**src/rtl/pipeline_hazard_ctrl_if.sv**
```systemverilog
// Hazard-control bundle between the pipeline datapath and pipeline_hazard_ctrl.
// master = datapath side (drives hazard inputs), slave = hazard unit side.
interface pipeline_hazard_ctrl_if;
    logic [4:0]  id_rs;
    logic [4:0]  id_rt;
    logic        id_uses_rs;
    logic        id_uses_rt;
    logic        id_jump;
    logic        id_md_read;
    logic        ex_mem_read;
    logic [4:0]  ex_rd;
    logic        ex_branch_taken;
    logic        ex_md_start;
    logic        ex_md_is_div;
    logic        pc_write;
    logic [1:0]  ifid_choice;
    logic [1:0]  idex_choice;
    logic [1:0]  exmem_choice;
    logic [1:0]  memwb_choice;
    logic        md_busy;
    logic [31:0] stall_cycles;

    modport master (
        output id_rs, id_rt, id_uses_rs, id_uses_rt, id_jump, id_md_read,
        output ex_mem_read, ex_rd, ex_branch_taken, ex_md_start, ex_md_is_div,
        input  pc_write, ifid_choice, idex_choice, exmem_choice, memwb_choice,
        input  md_busy, stall_cycles
    );

    modport slave (
        input  id_rs, id_rt, id_uses_rs, id_uses_rt, id_jump, id_md_read,
        input  ex_mem_read, ex_rd, ex_branch_taken, ex_md_start, ex_md_is_div,
        output pc_write, ifid_choice, idex_choice, exmem_choice, memwb_choice,
        output md_busy, stall_cycles
    );
endinterface

```
**src/rtl/pipeline_hazard_ctrl.sv**
```systemverilog
// Hazard/flow-control unit for a 5-stage MIPS pipeline (no delay slot).
// Ports: clk, reset (async active-low), bus (slave): hazard inputs in,
// pipeline-register choice codes (00 flush, 01 load, 10 hold), pc_write,
// md_busy and a saturating stall-cycle counter out.
module pipeline_hazard_ctrl #(
    parameter int MUL_CYCLES = 4,
    parameter int DIV_CYCLES = 32,
    parameter int CNT_W      = 6
) (
    input  logic                  clk,
    input  logic                  reset,
    pipeline_hazard_ctrl_if.slave bus
);

    localparam logic [1:0] C_FLUSH = 2'b00;
    localparam logic [1:0] C_LOAD  = 2'b01;
    localparam logic [1:0] C_HOLD  = 2'b10;

    localparam logic [CNT_W-1:0] MUL_LAT = CNT_W'(MUL_CYCLES - 1);
    localparam logic [CNT_W-1:0] DIV_LAT = CNT_W'(DIV_CYCLES - 1);

    typedef enum logic {
        IDLE    = 1'b0,
        MD_WAIT = 1'b1
    } state_t;

    state_t           r_state;
    state_t           w_state_nxt;
    logic [CNT_W-1:0] r_cnt;
    logic [CNT_W-1:0] w_cnt_nxt;
    logic [CNT_W-1:0] w_md_lat;
    logic [31:0]      r_stall;

    logic       w_busy;
    logic       w_lu;
    logic       w_mdh;
    logic       w_pc_write;
    logic [1:0] w_ifid;
    logic [1:0] w_idex;
    logic [1:0] w_exmem;
    logic [1:0] w_memwb;

    assign w_md_lat = bus.ex_md_is_div ? DIV_LAT : MUL_LAT;
    assign w_busy   = (r_state == MD_WAIT) && reset;

    // r0 is never really written, so a load targeting it cannot create a hazard.
    assign w_lu = bus.ex_mem_read && (bus.ex_rd != 5'd0) &&
                  ((bus.id_uses_rs && (bus.id_rs == bus.ex_rd)) ||
                   (bus.id_uses_rt && (bus.id_rt == bus.ex_rd)));

    assign w_mdh = bus.id_md_read && w_busy;

    always_ff @(posedge clk or negedge reset) begin
        if (!reset) begin
            r_state <= IDLE;
            r_cnt   <= '0;
        end else begin
            r_state <= w_state_nxt;
            r_cnt   <= w_cnt_nxt;
        end
    end

    // A new start while waiting restarts the wait with the new op's latency.
    always_comb begin
        w_state_nxt = r_state;
        w_cnt_nxt   = r_cnt;
        unique case (r_state)
            IDLE: begin
                if (bus.ex_md_start) begin
                    w_state_nxt = MD_WAIT;
                    w_cnt_nxt   = w_md_lat;
                end
            end
            MD_WAIT: begin
                if (bus.ex_md_start) begin
                    w_cnt_nxt = w_md_lat;
                end else if (r_cnt == '0) begin
                    w_state_nxt = IDLE;
                end else begin
                    w_cnt_nxt = r_cnt - 1'b1;
                end
            end
            default: begin
                w_state_nxt = IDLE;
                w_cnt_nxt   = '0;
            end
        endcase
    end

    // A taken branch wins over stalls: the ID instruction is wrong-path anyway.
    always_comb begin
        w_pc_write = 1'b1;
        w_ifid     = C_LOAD;
        w_idex     = C_LOAD;
        w_exmem    = C_LOAD;
        w_memwb    = C_LOAD;
        if (!reset) begin
            w_pc_write = 1'b0;
            w_ifid     = C_FLUSH;
            w_idex     = C_FLUSH;
            w_exmem    = C_FLUSH;
            w_memwb    = C_FLUSH;
        end else if (bus.ex_branch_taken) begin
            w_ifid = C_FLUSH;
            w_idex = C_FLUSH;
        end else if (w_lu || w_mdh) begin
            w_pc_write = 1'b0;
            w_ifid     = C_HOLD;
            w_idex     = C_FLUSH;
        end else if (bus.id_jump) begin
            w_ifid = C_FLUSH;
        end
    end

    always_ff @(posedge clk or negedge reset) begin
        if (!reset) begin
            r_stall <= '0;
        end else if (!w_pc_write && (r_stall != 32'hFFFF_FFFF)) begin
            r_stall <= r_stall + 32'd1;
        end
    end

    assign bus.pc_write     = w_pc_write;
    assign bus.ifid_choice  = w_ifid;
    assign bus.idex_choice  = w_idex;
    assign bus.exmem_choice = w_exmem;
    assign bus.memwb_choice = w_memwb;
    assign bus.md_busy      = w_busy;
    assign bus.stall_cycles = r_stall;

endmodule

```
**src/flat_wrapper.sv**
```systemverilog
// flat-port wrapper written by rule: the top's interface ports become plain ports
module pipeline_hazard_ctrl_flat 
#(
    parameter int MUL_CYCLES = 4,
    parameter int DIV_CYCLES = 32,
    parameter int CNT_W      = 6
)
  (clk, reset, bus_id_rs, bus_id_rt, bus_id_uses_rs, bus_id_uses_rt, bus_id_jump, bus_id_md_read, bus_ex_mem_read, bus_ex_rd, bus_ex_branch_taken, bus_ex_md_start, bus_ex_md_is_div, bus_pc_write, bus_ifid_choice, bus_idex_choice, bus_exmem_choice, bus_memwb_choice, bus_md_busy, bus_stall_cycles);
  pipeline_hazard_ctrl_if bus_i ();
  input  logic clk;
  input  logic reset;
  input wire logic [$bits(bus_i.id_rs)-1:0] bus_id_rs;
  input wire logic [$bits(bus_i.id_rt)-1:0] bus_id_rt;
  input wire logic [$bits(bus_i.id_uses_rs)-1:0] bus_id_uses_rs;
  input wire logic [$bits(bus_i.id_uses_rt)-1:0] bus_id_uses_rt;
  input wire logic [$bits(bus_i.id_jump)-1:0] bus_id_jump;
  input wire logic [$bits(bus_i.id_md_read)-1:0] bus_id_md_read;
  input wire logic [$bits(bus_i.ex_mem_read)-1:0] bus_ex_mem_read;
  input wire logic [$bits(bus_i.ex_rd)-1:0] bus_ex_rd;
  input wire logic [$bits(bus_i.ex_branch_taken)-1:0] bus_ex_branch_taken;
  input wire logic [$bits(bus_i.ex_md_start)-1:0] bus_ex_md_start;
  input wire logic [$bits(bus_i.ex_md_is_div)-1:0] bus_ex_md_is_div;
  output wire logic [$bits(bus_i.pc_write)-1:0] bus_pc_write;
  output wire logic [$bits(bus_i.ifid_choice)-1:0] bus_ifid_choice;
  output wire logic [$bits(bus_i.idex_choice)-1:0] bus_idex_choice;
  output wire logic [$bits(bus_i.exmem_choice)-1:0] bus_exmem_choice;
  output wire logic [$bits(bus_i.memwb_choice)-1:0] bus_memwb_choice;
  output wire logic [$bits(bus_i.md_busy)-1:0] bus_md_busy;
  output wire logic [$bits(bus_i.stall_cycles)-1:0] bus_stall_cycles;
  assign bus_i.id_rs = bus_id_rs;
  assign bus_i.id_rt = bus_id_rt;
  assign bus_i.id_uses_rs = bus_id_uses_rs;
  assign bus_i.id_uses_rt = bus_id_uses_rt;
  assign bus_i.id_jump = bus_id_jump;
  assign bus_i.id_md_read = bus_id_md_read;
  assign bus_i.ex_mem_read = bus_ex_mem_read;
  assign bus_i.ex_rd = bus_ex_rd;
  assign bus_i.ex_branch_taken = bus_ex_branch_taken;
  assign bus_i.ex_md_start = bus_ex_md_start;
  assign bus_i.ex_md_is_div = bus_ex_md_is_div;
  assign bus_pc_write = bus_i.pc_write;
  assign bus_ifid_choice = bus_i.ifid_choice;
  assign bus_idex_choice = bus_i.idex_choice;
  assign bus_exmem_choice = bus_i.exmem_choice;
  assign bus_memwb_choice = bus_i.memwb_choice;
  assign bus_md_busy = bus_i.md_busy;
  assign bus_stall_cycles = bus_i.stall_cycles;
  pipeline_hazard_ctrl #(.MUL_CYCLES(MUL_CYCLES), .DIV_CYCLES(DIV_CYCLES), .CNT_W(CNT_W)) u_core (.clk(clk), .reset(reset), .bus(bus_i));
endmodule
```
**config.mk**
```make
export PLATFORM = sky130hd
export DESIGN_NAME = pipeline_hazard_ctrl_flat
export DESIGN_NICKNAME = d
export VERILOG_FILES = /design/src/rtl/pipeline_hazard_ctrl_if.sv /design/src/rtl/pipeline_hazard_ctrl.sv /design/src/flat_wrapper.sv
export SDC_FILE = /design/constraint.sdc
export NUM_CORES = 1
export LEC_CHECK = 0
export ABC_AREA = 1
export CORE_MARGIN = 3
export CORE_UTILIZATION = 50
export CTS_CLUSTER_SIZE = 10
export DETAILED_ROUTE_END_ITERATION = 7
export GPL_ROUTABILITY_DRIVEN = 0
export PLACE_DENSITY = 0.83
export SLEW_MARGIN = 0
export SYNTH_ARGS = -nofsm -noshare
export SYNTH_HDL_FRONTEND = slang
export SYNTH_SLANG_ARGS = --single-unit
```
**constraint.sdc**
```tcl
create_clock -name clk -period 2.1 [get_ports clk]
set_input_delay 0.315 -clock clk [delete_from_list [all_inputs] [get_ports clk]]
set_output_delay 0.315 -clock clk [all_outputs]
set_load 0.02 [all_outputs]
```
==> results.sh, run 1 <==
export IMPL_status="finished, final reports clean"
export IMPL_place_inst=552
export IMPL_whs_ns=0.395
export IMPL_hold_viol=0
export IMPL_ys_flop_type="dfrtp_1"
export IMPL_synth_avg_cell_area_um2=6.71
export IMPL_setup_violations=0
export IMPL_synth_cells=419
export IMPL_startpoint_type="input port"
export IMPL_synth_edf_count=0
export IMPL_power_w=0.00185
export IMPL_fin_util=0.708
export IMPL_regArea_um2=976
export IMPL_grt_overflow_total=0
export IMPL_maxCapViolCount=0
export IMPL_syn_to_final_growth_pct=32.8
export IMPL_grt_pass1_wl_um=11600
export IMPL_drv_slew=0
export IMPL_yosysSeqAreaShare=0.347
export IMPL_cellLeakagePower_nw=1.96
export IMPL_synth_area_leader_cell="dfrtp_1"
export IMPL_skew_ns=0.00661
export IMPL_vdd_drop_max_uv=349
export IMPL_slowest_stage="clkdlybuf4s50_1"
export IMPL_die_w_um=81.0
export IMPL_dieArea_um2=6560
export IMPL_ys_warn_count=0
export IMPL_ys_types=29
export IMPL_end_kind="output pin"
export IMPL_root_buffer="clkbuf_8"
export IMPL_dp_hpwl_um=5350
export IMPL_coreArea_um2=5270
export IMPL_ys_ff_latch=39
export IMPL_worst_path_buf_inv=4
export IMPL_async_flop_share=1.00
export IMPL_synth_top_cell_area_share=0.347
export IMPL_wl_um=7380
export IMPL_critPathMaxStageDelay_ns=0.48
export IMPL_setup_tns_ns=0
export IMPL_grt_usage=0.223
export IMPL_max_clock_path_buffers=2
export IMPL_power_density_nw_per_um2=496
export IMPL_grt_pass1_vias=2693
export IMPL_nets=525
export IMPL_critPathKind="in2out"
export IMPL_path_clk_slew_ns=0.07
export IMPL_synth_most_common_cell="nand2_1"
export IMPL_numCtsBuffers=5
export IMPL_antenna_found_initial=0
export IMPL_required_ns=1.78
export IMPL_rsz0062_at_grt="true"
export IMPL_ios=67
export IMPL_htreeDepth=2
export IMPL_syn_cell_area_um2=2810
export IMPL_first_iter_violations=184
export IMPL_period_share=0.966
export IMPL_finalNonFillerCells=569
export IMPL_worstPathMaxFanout=3
export IMPL_first_pass_iters=4
export IMPL_diodes=0
export IMPL_crit_chain="clkdlybuf4s50_1 -> inv_1 -> nand2_1 -> nand2_1 -> nor2_1 -> nand3_1 -> nand2_1 -> nand2_2 -> nand2_4 -> nand2_4 -> nand2_4 -> inv_1 -> buf_4"
export IMPL_path_delay_family="buffers and inverters"
export IMPL_multiInputGateArea_um2=1560
export IMPL_netlist_top_cells_count="nand2_1, inv_1, nor2_1"
export IMPL_cts_tree="yes"
export IMPL_period_minus_slack_ns=2.03
export IMPL_die_height_um=81.0
export IMPL_cts_sinks=39
export IMPL_fillers=429
export IMPL_synth_area_top_cells="dfrtp_1, nand2_1, inv_1"
export IMPL_avgRoutedWirePerCell_um=13.0
export IMPL_portBuffers=63
export IMPL_ant_nets=0
export IMPL_rows=26
export IMPL_vias=2950
export IMPL_hold_path_class="in2async"
export IMPL_worst_ep_arrival_time_ns=1.71
export IMPL_max_freq_mhz=493
export IMPL_insertion_delay_ns=0.29
export IMPL_via_per_inst=5.18
export IMPL_initial_core_util=0.533
export IMPL_final_layout_size_suffix_gt1_frac=0.124
export IMPL_route_detailed_drc=0
export IMPL_grt_max_degree=38
## timing repair
action                                  in CTS  in global routing
endpoints found under the setup margin      25                 33
setup buffers                                1                  6
cloned                                       0                  1
pin swaps                                    0                  8
gates resized for setup                     21                 35
endpoints found under the hold margin        2                  0
hold buffers                                 1                  0
## routing by layer
metal,wire length (µm),global-route usage,share of wire
met1,2990,0.270,0.41
met2,3860,0.390,0.52
met3,416,0.0432,0.056
met4,118,0.0828,0.016
met5,0,0,0
## stage by stage
stage	area [µm²]	setup WS (ns)
global route	3730	-0.0411
global placement	3500	-0.448
floorplan	2820	0.136
finish	3730	0.0704
detailed placement	3500	-0.506
CTS	3580	0.0103
## state kept, by name, indices dropped and copies added (netlist names)
register	cells
u_core.r_cnt	6
u_core.bus.stall_cycles	32
u_core.r_state	1
## report_power, final
part	switching, W	internal, W	leakage (nW)	total [W]
sequential	0.0000701	0.000805	0.520	0.000875
combinational	0.000264	0.000224	1.40	0.000489
clock	0.000254	0.000233	0.0422	0.000487
## logic make-up after synthesis
kind of cell | Yosys count | share of synthesized area
adder cells (fa/ha/maj) | 2 | 0.00890
XOR/XNOR | 16 | 0.0498
other | 1 | 0.00133
AO/OA/AOI/OAI | 13 | 0.0263
AND/OR/NAND/NOR | 276 | 0.445
flip-flops | 39 | 0.347
buffers and inverters | 72 | 0.122
## final timing paths
| kind | start | end | slack, ns | cells past startpoint |
|---|---|---|---|---|
| max | bus_id_rs[3] | bus_pc_write | 0.07 | 13 |
| min | reset | u_core.r_cnt[0] | 0.40 | 2 |
| max reg2reg | u_core.bus.stall_cycles[1] | u_core.bus.stall_cycles[18] | 0.16 | 12 |
| min reg2reg | u_core.bus.stall_cycles[27] | u_core.bus.stall_cycles[27] | 0.54 | 2 |
| max in group asynchronous | reset | u_core.bus.stall_cycles[22] | 0.94 | 4 |
| min in group clk | u_core.bus.stall_cycles[27] | u_core.bus.stall_cycles[27] | 0.54 | 2 |
## placed cells by master (no fill, tap or decap), drive strengths merged, types with 3 or more instances in the layout
cell | netlist | layout
nand2 | 158 | 159
inv | 59 | 59
nor2 | 49 | 49
nand3 | 48 | 48
clkdlybuf4s50 | 0 | 44
dfrtp | 39 | 39
buf | 13 | 22
dlymetal6s2s | 0 | 12
nor3 | 10 | 10
xnor2 | 9 | 9
nand4 | 8 | 8
clkbuf | 0 | 8
xor2 | 7 | 7
o21ai | 5 | 5
a21oi | 3 | 3
a31oi | 3 | 3
conb | 1 | 3
## final cells by class
cell class / instances / share of cell area
Sequential cell: 39 / 0.261
Clock inverter: 1 / 0.00134
Clock buffer: 7 / 0.0204
Multi-Input combinational cell: 311 / 0.419
Inverter: 59 / 0.0613
Timing Repair Buffer: 82 / 0.213
Tap cell: 70 / 0.0235
No activity file was read; power rests on OpenSTA's default activity.
==> inputs of run 2 (changes only) <==
--- a/config.mk
+++ b/config.mk
@@ -12,7 +12,7 @@
 export DETAILED_ROUTE_END_ITERATION = 7
 export GPL_ROUTABILITY_DRIVEN = 0
 export PLACE_DENSITY = 0.83
-export SLEW_MARGIN = 0
+export SLEW_MARGIN = 20
 export SYNTH_ARGS = -nofsm -noshare
 export SYNTH_HDL_FRONTEND = slang
 export SYNTH_SLANG_ARGS = --single-unit
==> results of run 2 <==
Final layout, timing and power as in run 1 (identical DEF).
==> inputs of run 3 (changes only) <==
--- a/config.mk
+++ b/config.mk
@@ -12,6 +12,7 @@
 export DETAILED_ROUTE_END_ITERATION = 7
 export GPL_ROUTABILITY_DRIVEN = 0
 export PLACE_DENSITY = 0.83
+export SKIP_LAST_GASP = 1
 export SLEW_MARGIN = 20
 export SYNTH_ARGS = -nofsm -noshare
 export SYNTH_HDL_FRONTEND = slang
==> run 3 against run 2 <==
Global-route usage did not move. Non-clock buffer count is the same. Utilization decreased by 0.24 points. Sequential power about the same. Final cell count unchanged. Critical path type unchanged. Largest cell class unchanged. Highest routed layer unchanged. Sequential cell count is the same. Maximum frequency is 1.1% lower.
==> results.sh, run 3 (synthesized netlist as in run 1, its figures left out) <==
export IMPL_status="finished, final reports clean"
export IMPL_slowest_stage="clkdlybuf4s50_1"
export IMPL_die_w_um=81.0
export IMPL_grt_max_degree=38
export IMPL_numCtsBuffers=5
export IMPL_path_clk_slew_ns=0.07
export IMPL_setup_tns_ns=0
export IMPL_vias=2920
export IMPL_crit_chain="clkdlybuf4s50_1 -> inv_1 -> nand2_1 -> nand2_1 -> nor2_2 -> nand3_1 -> nand2_1 -> nand2_2 -> nand2_4 -> nand2_4 -> nand2_4 -> inv_1 -> buf_4"
export IMPL_startpoint_type="input port"
export IMPL_dp_hpwl_um=5350
export IMPL_final_layout_size_suffix_gt1_frac=0.124
export IMPL_avgRoutedWirePerCell_um=13.0
export IMPL_nets=525
export IMPL_htreeDepth=2
export IMPL_gr_usage_met1=0.270
export IMPL_critPathKind="in2out"
export IMPL_insertion_delay_ns=0.29
export IMPL_power_density_nw_per_um2=498
export IMPL_maxCapViolCount=0
export IMPL_die_height_um=81.0
export IMPL_skew_ns=0.00583
export IMPL_final_common_cell="nand2_1"
export IMPL_ios=67
export IMPL_hold_path_class="in2async"
export IMPL_root_buffer="clkbuf_8"
export IMPL_antenna_found_initial=0
export IMPL_cellLeakagePower_nw=1.93
export IMPL_rsz0062_at_grt="true"
export IMPL_critPathMaxStageDelay_ns=0.48
export IMPL_max_freq_mhz=488
export IMPL_largest_register_ffs=32
export IMPL_initial_core_util=0.533
export IMPL_grt_overflow_total=0
export IMPL_grt_usage=0.223
export IMPL_syn_to_final_growth_pct=32.4
export IMPL_diodes=0
export IMPL_grt_pass1_vias=2693
export IMPL_via_per_inst=5.13
export IMPL_final_cell_mix="nand2_1, inv_1, clkdlybuf4s50_1"
export IMPL_fin_util=0.706
export IMPL_portBuffers=63
export IMPL_setup_violations=0
export IMPL_met3_usage=0.0432
export IMPL_rows=26
export IMPL_drv_slew=0
export IMPL_r2r_end="u_core.bus.stall_cycles[18]"
export IMPL_first_iter_violations=228
export IMPL_ant_nets=0
export IMPL_wl_um=7380
export IMPL_route_detailed_drc=0
export IMPL_period_share=0.977
export IMPL_hold_viol=0
export IMPL_end_kind="output pin"
export IMPL_worstReg2RegStart="u_core.bus.stall_cycles[1]"
export IMPL_required_ns=1.78
export IMPL_coreArea_um2=5270
export IMPL_vdd_drop_max_uv=349
export IMPL_dieArea_um2=6560
export IMPL_cts_sinks=39
export IMPL_worstPathMaxFanout=3
export IMPL_cts_tree="yes"
export IMPL_worstRegToRegCells=12
export IMPL_max_clock_path_buffers=2
export IMPL_grt_pass1_wl_um=11600
export IMPL_top_usage_layer="met2"
export IMPL_first_pass_iters=5
export IMPL_worst_ep_arrival_time_ns=1.74
export IMPL_reg2reg_slack_ns=0.16
export IMPL_whs_ns=0.387
export IMPL_period_minus_slack_ns=2.05
export IMPL_grt_use_met2=0.390
-- run 3: changes by cell type in the layout (fill, tap and decap cells not counted) --
cell / before / now
clkdlybuf4s50_1: 44 / 47
dlymetal6s2s_1: 12 / 9
buf_2: 1 / 3
buf_4: 20 / 19
clkbuf_4: 1 / 0
-- run 3: area by class of cell --
cell class | instances | area [µm²]
multi-input cells | 311 | 1560
inverters | 59 | 229
fillers | 428 | 1550
clock buffers | 7 | 76.3
flip-flops and latches | 39 | 976
repair buffers | 82 | 783
well taps | 70 | 87.6
clock inverters | 1 | 5.00
-- run 3: repair_timing --
| action | in CTS | in global routing |
|---|---|---|
| setup endpoints to repair | 25 | 33 |
| cloned | 0 | 1 |
| pin swaps | 0 | 8 |
| gates resized for setup | 21 | 30 |
| hold buffers | 1 | 0 |
| hold endpoints to repair | 2 | 0 |
| setup buffers | 1 | 6 |
-- run 3: per-stage QoR --
stage | setup slack (ns) | total power, W | area, µm² | std cells
final | 0.0487 | 0.00185 | 3720 | 569
after global routing | -0.0511 | 0.00196 | 3720 | 569
after CTS | 0.0103 | 0.00184 | 3580 | 562
after detailed placement | -0.506 | 0.00135 | 3500 | 552
after global placement | -0.448 | 0.00133 | 3500 | 552
after floorplan | 0.136 | 0.00114 | 2820 | 421
-- run 3: worst max-delay path by stage --
stage / startpoint / endpoint / slack, ns / cells past startpoint
finish: bus_id_rt[1] / bus_pc_write / 0.05 / 13
global route: bus_id_rt[2] / bus_pc_write / -0.05 / 13
CTS: bus_ex_rd[3] / bus_pc_write / 0.01 / 13
detailed placement: bus_ex_rd[0] / bus_pc_write / -0.51 / 11
global placement: bus_ex_rd[0] / bus_pc_write / -0.45 / 11
floorplan: u_core.bus.stall_cycles[0] / u_core.bus.stall_cycles[9] / 0.14 / 12
-- run 3: power by group --
part           internal, W  switching (W)  leakage (nW)
Sequential        0.000805      0.0000705         0.520
Clock             0.000233       0.000256        0.0422
Combinational     0.000224       0.000264          1.37
-- run 3: per-layer routing --
metal	share of wire	wire (µm)
met4	0.015	114
met2	0.52	3870
met1	0.41	3030
met3	0.049	364
met5	0	0
-- run 3: worst max-delay path: cells and delay by family --
family                 cells  cell delay, ns
buffers and inverters      4            0.72
AND/OR/NAND/NOR            9            0.71
